[src/rtl/divclk_sched_if.sv]
`default_nettype none
// ============================================================================
// Module      : divclk_sched_if
// Description : Request/grant and divided-clock-enable bundle for
//               divclk_sched. The master drives requests and configuration.
//               The slave (the scheduler) returns grant, tick, count and busy.
// Revision    : 1.0 - initial release
// ============================================================================
interface divclk_sched_if #(
    parameter int NREQ   = 4,
    parameter int DIVW   = 8,
    parameter int BURSTW = 4
);
    logic [NREQ-1:0]      req;
    logic [NREQ*DIVW-1:0] div_ratio;
    logic [BURSTW-1:0]    burst_len;
    logic [NREQ-1:0]      gnt;
    logic                 tick;
    logic [DIVW-1:0]      count;
    logic                 busy;

    modport master (
        output req, div_ratio, burst_len,
        input  gnt, tick, count, busy
    );

    modport slave (
        input  req, div_ratio, burst_len,
        output gnt, tick, count, busy
    );
endinterface
`default_nettype wire

[src/rtl/divclk_sched.sv]
`default_nettype none
// ============================================================================
// Module      : divclk_sched
// Description : Arbitrated clock divider. Grants one requester at a time,
//               then produces burst_len divided-clock-enable ticks at that
//               requester's divide ratio. A single GAP cycle follows before
//               the next arbitration. The default build uses round-robin
//               arbitration. Defining DIVCLK_SCHED_PRIO_EN selects fixed
//               priority with req[0] highest.
// Revision    : 1.0 - initial release
// ============================================================================
module divclk_sched #(
    parameter int NREQ   = 4,
    parameter int DIVW   = 8,
    parameter int BURSTW = 4
) (
    input  wire logic       clk,
    input  wire logic       rst,
    divclk_sched_if.slave   bus
);

    localparam int IDXW = (NREQ > 1) ? $clog2(NREQ) : 1;

    typedef enum logic [1:0] {
        S_IDLE = 2'd0,
        S_RUN  = 2'd1,
        S_GAP  = 2'd2
    } state_t;

    state_t             r_state;
    logic [NREQ-1:0]    r_gnt;
    logic [IDXW-1:0]    r_gidx;
    logic [IDXW-1:0]    r_last;
    logic [DIVW-1:0]    r_count;
    logic [DIVW-1:0]    r_ratio;
    logic [BURSTW-1:0]  r_burst;
    logic [BURSTW-1:0]  r_done;
    logic               r_busy;

    logic [IDXW-1:0]    w_win_idx;
    logic               w_any_req;
    logic [DIVW-1:0]    w_ratio_sel;
    logic               w_req_g;
    logic               w_at_wrap;
    logic               w_burst_last;
    logic               w_tick;

    assign w_any_req    = |bus.req;
    assign w_ratio_sel  = bus.div_ratio[int'(w_win_idx)*DIVW +: DIVW];
    assign w_req_g      = bus.req[r_gidx];
    assign w_at_wrap    = (r_count == (r_ratio - DIVW'(1)));
    assign w_burst_last = (r_done == (r_burst - BURSTW'(1)));
    // tick is masked by rst so it stays low for the whole reset cycle
    assign w_tick       = (r_state == S_RUN) && w_at_wrap && w_req_g && !rst;

    assign bus.gnt   = r_gnt;
    assign bus.tick  = w_tick;
    assign bus.count = r_count;
    assign bus.busy  = r_busy;

    // Winner selection; descending loops let the preferred candidate overwrite last
    always_comb begin
        w_win_idx = '0;
`ifdef DIVCLK_SCHED_PRIO_EN
        for (int k = NREQ - 1; k >= 0; k--) begin
            if (bus.req[k]) begin
                w_win_idx = IDXW'(k);
            end
        end
`else
        for (int k = NREQ; k >= 1; k--) begin
            if (bus.req[(int'(r_last) + k) % NREQ]) begin
                w_win_idx = IDXW'((int'(r_last) + k) % NREQ);
            end
        end
`endif
    end

    // Scheduler FSM: IDLE arbitrates, RUN divides and counts ticks, GAP retires the grant
    always_ff @(posedge clk) begin
        if (rst) begin
            r_state <= S_IDLE;
            r_gnt   <= '0;
            r_gidx  <= '0;
            r_last  <= IDXW'(NREQ - 1);
            r_count <= '0;
            r_ratio <= DIVW'(1);
            r_burst <= BURSTW'(1);
            r_done  <= '0;
            r_busy  <= 1'b0;
        end else begin
            case (r_state)
                S_IDLE: begin
                    if (w_any_req) begin
                        r_state <= S_RUN;
                        r_busy  <= 1'b1;
                        r_gnt   <= {{(NREQ-1){1'b0}}, 1'b1} << w_win_idx;
                        r_gidx  <= w_win_idx;
                        r_ratio <= (w_ratio_sel == '0) ? DIVW'(1) : w_ratio_sel;
                        r_burst <= (bus.burst_len == '0) ? BURSTW'(1) : bus.burst_len;
                        r_count <= '0;
                        r_done  <= '0;
                    end
                end
                S_RUN: begin
                    if (!w_req_g) begin
                        // requester withdrew: abort without a tick
                        r_state <= S_GAP;
                        r_gnt   <= '0;
                        r_count <= '0;
                    end else if (w_at_wrap) begin
                        r_count <= '0;
                        if (w_burst_last) begin
                            r_state <= S_GAP;
                            r_gnt   <= '0;
                        end else begin
                            r_done <= r_done + BURSTW'(1);
                        end
                    end else begin
                        r_count <= r_count + DIVW'(1);
                    end
                end
                S_GAP: begin
                    r_state <= S_IDLE;
                    r_last  <= r_gidx;
                    r_gnt   <= '0;
                    r_count <= '0;
                    r_busy  <= 1'b0;
                end
                default: begin
                    r_state <= S_IDLE;
                    r_gnt   <= '0;
                    r_count <= '0;
                    r_busy  <= 1'b0;
                end
            endcase
        end
    end

endmodule
`default_nettype wire

[src/flat_wrapper.sv]
// flat-port wrapper written by rule: the top's interface ports become plain ports
module divclk_sched_flat 
#(
    parameter int NREQ   = 4,
    parameter int DIVW   = 8,
    parameter int BURSTW = 4
)
  (clk, rst, bus_req, bus_div_ratio, bus_burst_len, bus_gnt, bus_tick, bus_count, bus_busy);
  divclk_sched_if #(.NREQ(NREQ), .DIVW(DIVW), .BURSTW(BURSTW)) bus_i ();
  input  wire logic clk;
  input  wire logic rst;
  input wire logic [$bits(bus_i.req)-1:0] bus_req;
  input wire logic [$bits(bus_i.div_ratio)-1:0] bus_div_ratio;
  input wire logic [$bits(bus_i.burst_len)-1:0] bus_burst_len;
  output wire logic [$bits(bus_i.gnt)-1:0] bus_gnt;
  output wire logic [$bits(bus_i.tick)-1:0] bus_tick;
  output wire logic [$bits(bus_i.count)-1:0] bus_count;
  output wire logic [$bits(bus_i.busy)-1:0] bus_busy;
  assign bus_i.req = bus_req;
  assign bus_i.div_ratio = bus_div_ratio;
  assign bus_i.burst_len = bus_burst_len;
  assign bus_gnt = bus_i.gnt;
  assign bus_tick = bus_i.tick;
  assign bus_count = bus_i.count;
  assign bus_busy = bus_i.busy;
  divclk_sched #(.NREQ(NREQ), .DIVW(DIVW), .BURSTW(BURSTW)) u_core (.clk(clk), .rst(rst), .bus(bus_i));
endmodule
[config.mk]
export PLATFORM = sky130hd
export DESIGN_NAME = divclk_sched_flat
export DESIGN_NICKNAME = d
export VERILOG_FILES = /design/src/rtl/divclk_sched_if.sv /design/src/rtl/divclk_sched.sv /design/src/flat_wrapper.sv
export SDC_FILE = /design/constraint.sdc
export NUM_CORES = 1
export LEC_CHECK = 0
export ABC_CLOCK_PERIOD_IN_PS = 4000
export CAP_MARGIN = 20
export CORE_MARGIN = 4
export CORE_UTILIZATION = 40
export CTS_CLUSTER_SIZE = 24
export DETAILED_ROUTE_END_ITERATION = 8
export HOLD_SLACK_MARGIN = 0.03
export PLACE_DENSITY_LB_ADDON = 0.3
export SKIP_CTS_REPAIR_TIMING = 1
export SLEW_MARGIN = 20
export SYNTH_ARGS = -nofsm -noshare
export SYNTH_HDL_FRONTEND = slang
export SYNTH_SLANG_ARGS = --single-unit
[constraint.sdc]
create_clock -name clk -period 4 [get_ports clk]
set_input_delay 0.6 -clock clk [delete_from_list [all_inputs] [get_ports clk]]
set_output_delay 0.6 -clock clk [all_outputs]
set_load 0.005 [all_outputs]
Word-level counts from Yosys, hierarchy flattened
Index checks and enable logic that the tools add are counted.
Operators by class
  $add $sub $neg: 8
  magnitude comparators: 5
  equal/unequal tests: 10
  shifts and indexed selects: 2
  mux-type cells: 41
  bitwise gates (word level): 5
  reduce and logical (&&, ||, !) cells: 17
Operators with widths (count)
  4-bit 2-to-1 mux: 9
  8-bit 2-to-1 mux: 4
  32-bit by 6-bit variable part select with 8-bit output: 1
  3-bit by 4-bit less-than comparator with 1-bit output, second input constant: 4
  2-bit 2-to-1 mux: 8
  4-bit one-hot mux with 2 select lines: 2
  8-bit one-hot mux with 2 select lines: 1
  1-bit binary-select mux with 2-bit select: 5
  1-bit 2-to-1 mux: 10
  8-bit by 1-bit adder with 8-bit output, second input constant: 1
  8-bit equality test: 1
  8-bit logical NOT: 1
  2-bit OR reduction: 4
  8-bit by 1-bit subtractor with 8-bit output, second input constant: 1
  2-bit by 1-bit inequality test with 1-bit output, second input constant: 3
  3-bit inequality test, second input constant: 2
  5-bit AND reduction: 1
  2-bit by 1-bit adder with 2-bit output, second input constant: 2
  2-bit adder, second input constant: 2
  4-bit by 1-bit adder with 4-bit output, second input constant: 1
  1-bit AND, first input constant: 4
  4-bit equality test: 1
  4-bit logical NOT: 1
  2-bit one-hot mux with 2 select lines: 1
  15 further kinds: 18
Storage, ports and cells
  flip-flop bits (word level): 35
  bits of input ports: 42
  output and inout bits: 14
  logic and storage cells: 97

Depth between registers and ports, before layout
  depth in word-level cells: 13
  gate-level depth with buffers: 8
  mapped depth without buffers: 8

Worst setup path after synthesis
No wires, ideal clock.
  path kind: register to output
  start point: register u_core.r_ratio[0]
  end point: output port bus_tick
  data arrival time: 1798 ps
  required time: 3400 ps
  setup slack: 1602 ps
  stages on the path, launching flop included: 8
  buffers on the path: 0
  path through: dfxtp_1 -> inv_1 -> ha_1 -> nor3b_1 -> or3_1 -> a41o_1 -> a21o_2 -> nor3_1
On the way
  longest elaborated chain between the ends: 5
Ends and longest elaborated chain
  start, declared: RTL line divclk_sched.sv:35  | logic [DIVW-1:0] r_ratio;
  start signal, assigned: RTL line divclk_sched.sv:99  | r_ratio <= (w_ratio_sel == '0) ? DIVW'(1) : w_ratio_sel;
  8-bit by 1-bit subtractor with 8-bit output: RTL line divclk_sched.sv:51  | assign w_at_wrap = (r_count == (r_ratio - DIVW'(1)));
  8-bit equality test: RTL line divclk_sched.sv:51
  1-bit logical AND (3 in series): RTL line divclk_sched.sv:54  | assign w_tick = (r_state == S_RUN) && w_at_wrap && w_req_g && !rst;
  end, declared: RTL line flat_wrapper.sv:16  | output wire logic [$bits(bus_i.tick)-1:0] bus_tick;
No other way between the ends.

Worst setup path after layout
Ends and elaborated chain as after synthesis.

==> flow_summary.yaml <==
power:
  p_leak_nw: 1.14
  power_density_mw_per_mm2: 407
  ir_drop_v: 0.000243
  power_mw: 1.22
layout:
  diodes: 0
  layout-drive-gt1-share_pct: 7.62
  layout_commonest_cell: "clkdlybuf4s50_1"
  final_cell_mix: "55 x clkdlybuf4s50_1, 41 x nand2_1, 35 x dfxtp_1"
  num-nets-final: 373
  stdcell_area_mm2: 0.00301
  area_growth_pct: 34.0
logic_synthesis:
  synth.distinct_cells: 53
  synth-edff-count: 0
  netlist_area_mm2: 0.00224
  synth_seq_cells: 35
  ys_top_cells_by_area: "dfxtp_1 31%, nand2_1 6.9%, a21oi_1 4.7%"
  synth.top_cell.area_share_pct: 31.2
  synth-main-ff-cell: "dfxtp_1"
  postSynthCellCount: 273
  synthesis.nets: 319
  async_reset_ff_share_pct: 0
  syn_area_per_cell_um2: 8.22
  yosysWarnings: 0
  synth_top_cell_by_area: "dfxtp_1"
  yosysSeqAreaShare_pct: 31.2
grt:
  antenna_found_initial: 0
  grt_pass1_vias: 2074
  grtUsageTotal_pct: 16.1
  grt_max_degree: 32
  grt_pass1_wl_um: 9340
  grt_overflow: 0
timing:
  finalCritPeriodShare_pct: 84.0
  slew-limit-headroom_pct: 52.0
  period_needed_ns: 3.36
  rsz0062_at_grt: "false"
  slew_violations: 0
  whs_ns: 0.475
  finalSetupViolations: 0
  hold_viol: 0
  fmax_ghz: 0.298
  setup_tns_ns: 0
  clock_skew_ns: 0.00909
  worst_pin_slew_ns: 0.714
setup_path:
  path_cells: "inv_1 > ha_1 > nor3b_1 > nand4b_1 > a41o_1 > a21o_2 > nor3_1 > clkdlybuf4s50_1"
  crit_arrival_ns: 2.76
  worst_setup_path_end_kind: "output pin"
  max_stage_delay_ns: 0.54
  cpMaxStageDelayCell: "clkdlybuf4s50_1"
  cp.required_ns: 3.40
  critPathLaunchType: "register"
  crit_fanout: 6
  critPathKind: "reg -> out"
  ff2ff_setup_slack_ns: 1.67
clock_tree:
  cts_sinks: 35
  cts.clk_slew.worst_paths_ns: 0.08
  h-tree-depth: 2
  cts_tree: "built"
  cts_made_buffers: 5
  cts_buffer_depth: 2
  cts_root_buf: "clkbuf_8"
  clkLatencyLatePin_ns: 0.29
detailed_routing:
  drt-total-wl_um: 5480
  viasPerCell: 5.63
  drt_iter0_markers: 121
  drt_pass1_iterations: 4
  drc_errors: 0
  antenna_left: 0
  post_drt_wl_per_cell_um: 13.7
  dr_total_vias: 2251
floorplanning:
  fp.dieW_um: 82.9
  rows: 27
  ios: 56
  die_area_mm2: 0.00687
  core_region_area_mm2: 0.00547
  start_util_pct: 41.0
  die_height_um: 82.9
placed_design:
  dp_hpwl_um: 4310
  io_buffers: 55
  placed_cell_area_mm2: 0.00287
  place.gp.congestion: 0.894
flow_run:
  drv_cap: 0
hold_path:
  hold_class: "reg -> reg"
outcome:
  status: "complete, no violations"
[metal layers]
| metal | vias to the layer above | share of wire (%) | global-route usage, % | routed length [µm] |
|---|---|---|---|---|
| met5 | - | 0 | 0 | 0 |
| met4 | 0 | 1.5 | 6.24 | 82 |
| met3 | 7 | 6.7 | 4.07 | 365 |
| met2 | 74 | 45 | 25.2 | 2450 |
| met1 | 1048 | 47 | 21.1 | 2590 |
| li1 | 1122 | - | - | - |
[power breakdown]
part	total (mW)	internal, mW	switching, mW
logic	0.409	0.200	0.209
registers	0.431	0.386	0.0451
clock network	0.383	0.249	0.134
[cell families (layout without fill, tap and decap cells)]
logic type      count (synthesis)  count (layout)  synth area share [%]
simple gates                  124             124                  28.8
compound gates                 64              64                  21.8
flops                          35              35                  31.2
xor+xnor                       20              20                  9.09
buf+inv                        19              74                  3.18
mux                             7               7                  3.68
fa+ha+maj                       4               4                  2.23
[path summary, 6_finish.rpt]
check,start,end,cells past startpoint
max reg2reg,u_core.r_ratio[0],u_core.bus.gnt[1],8
min reg2reg,u_core.r_burst[3],u_core.r_burst[3],2
max,u_core.r_ratio[0],bus_tick,8
min,u_core.r_burst[3],u_core.r_burst[3],2
[Yosys cell counts (8+ instances only)]
cell type,n
nor2_1,12
nand2_1,41
a21oi_1,21
a211oi_1,11
xor2_1,11
clkbuf_1,11
inv_1,8
dfxtp_1,35
and3_1,10
nand3_1,9
nor3_1,17
[through the flow]
step | setup WS [ns] | cells | utilization (%)
2_1_floorplan | 1.60 | 273 | -
3_3_place_gp | 1.04 | 392 | 52.5
3_5_place_dp | 0.962 | 392 | 52.5
4_1_cts | 0.634 | 400 | 55.0
5_1_grt | 0.453 | 400 | 55.0
6_report | 0.640 | 400 | 55.0
[worst max-delay path: cells and delay by family (launching register included)]
| kind | cells | cell delay [ns] |
|---|---|---|
| buf+inv | 2 | 0.61 |
| flops | 1 | 0.35 |
| simple gates | 3 | 0.82 |
| compound gates | 2 | 0.52 |
| fa+ha+maj | 1 | 0.16 |
[sequential cells by signal (all words and copies together), names as in the netlist]
register and count:
u_core.bus.busy 1, u_core.bus.count 8, u_core.bus.gnt 4, u_core.r_burst 4
u_core.r_done 4, u_core.r_gidx 2, u_core.r_last 2, u_core.r_ratio 8
u_core.r_state 2
[layout make-up]
type,instances,area (µm²)
Clock buffer,5,68.8
Multi-Input combinational cell,219,1480
Tap cell,72,90.1
Fill cell,507,2460
Sequential cell,35,701
Inverter,8,30.0
Clock inverter,3,67.6
Timing Repair Buffer,58,573
Power figures use the tool's default switching activity.
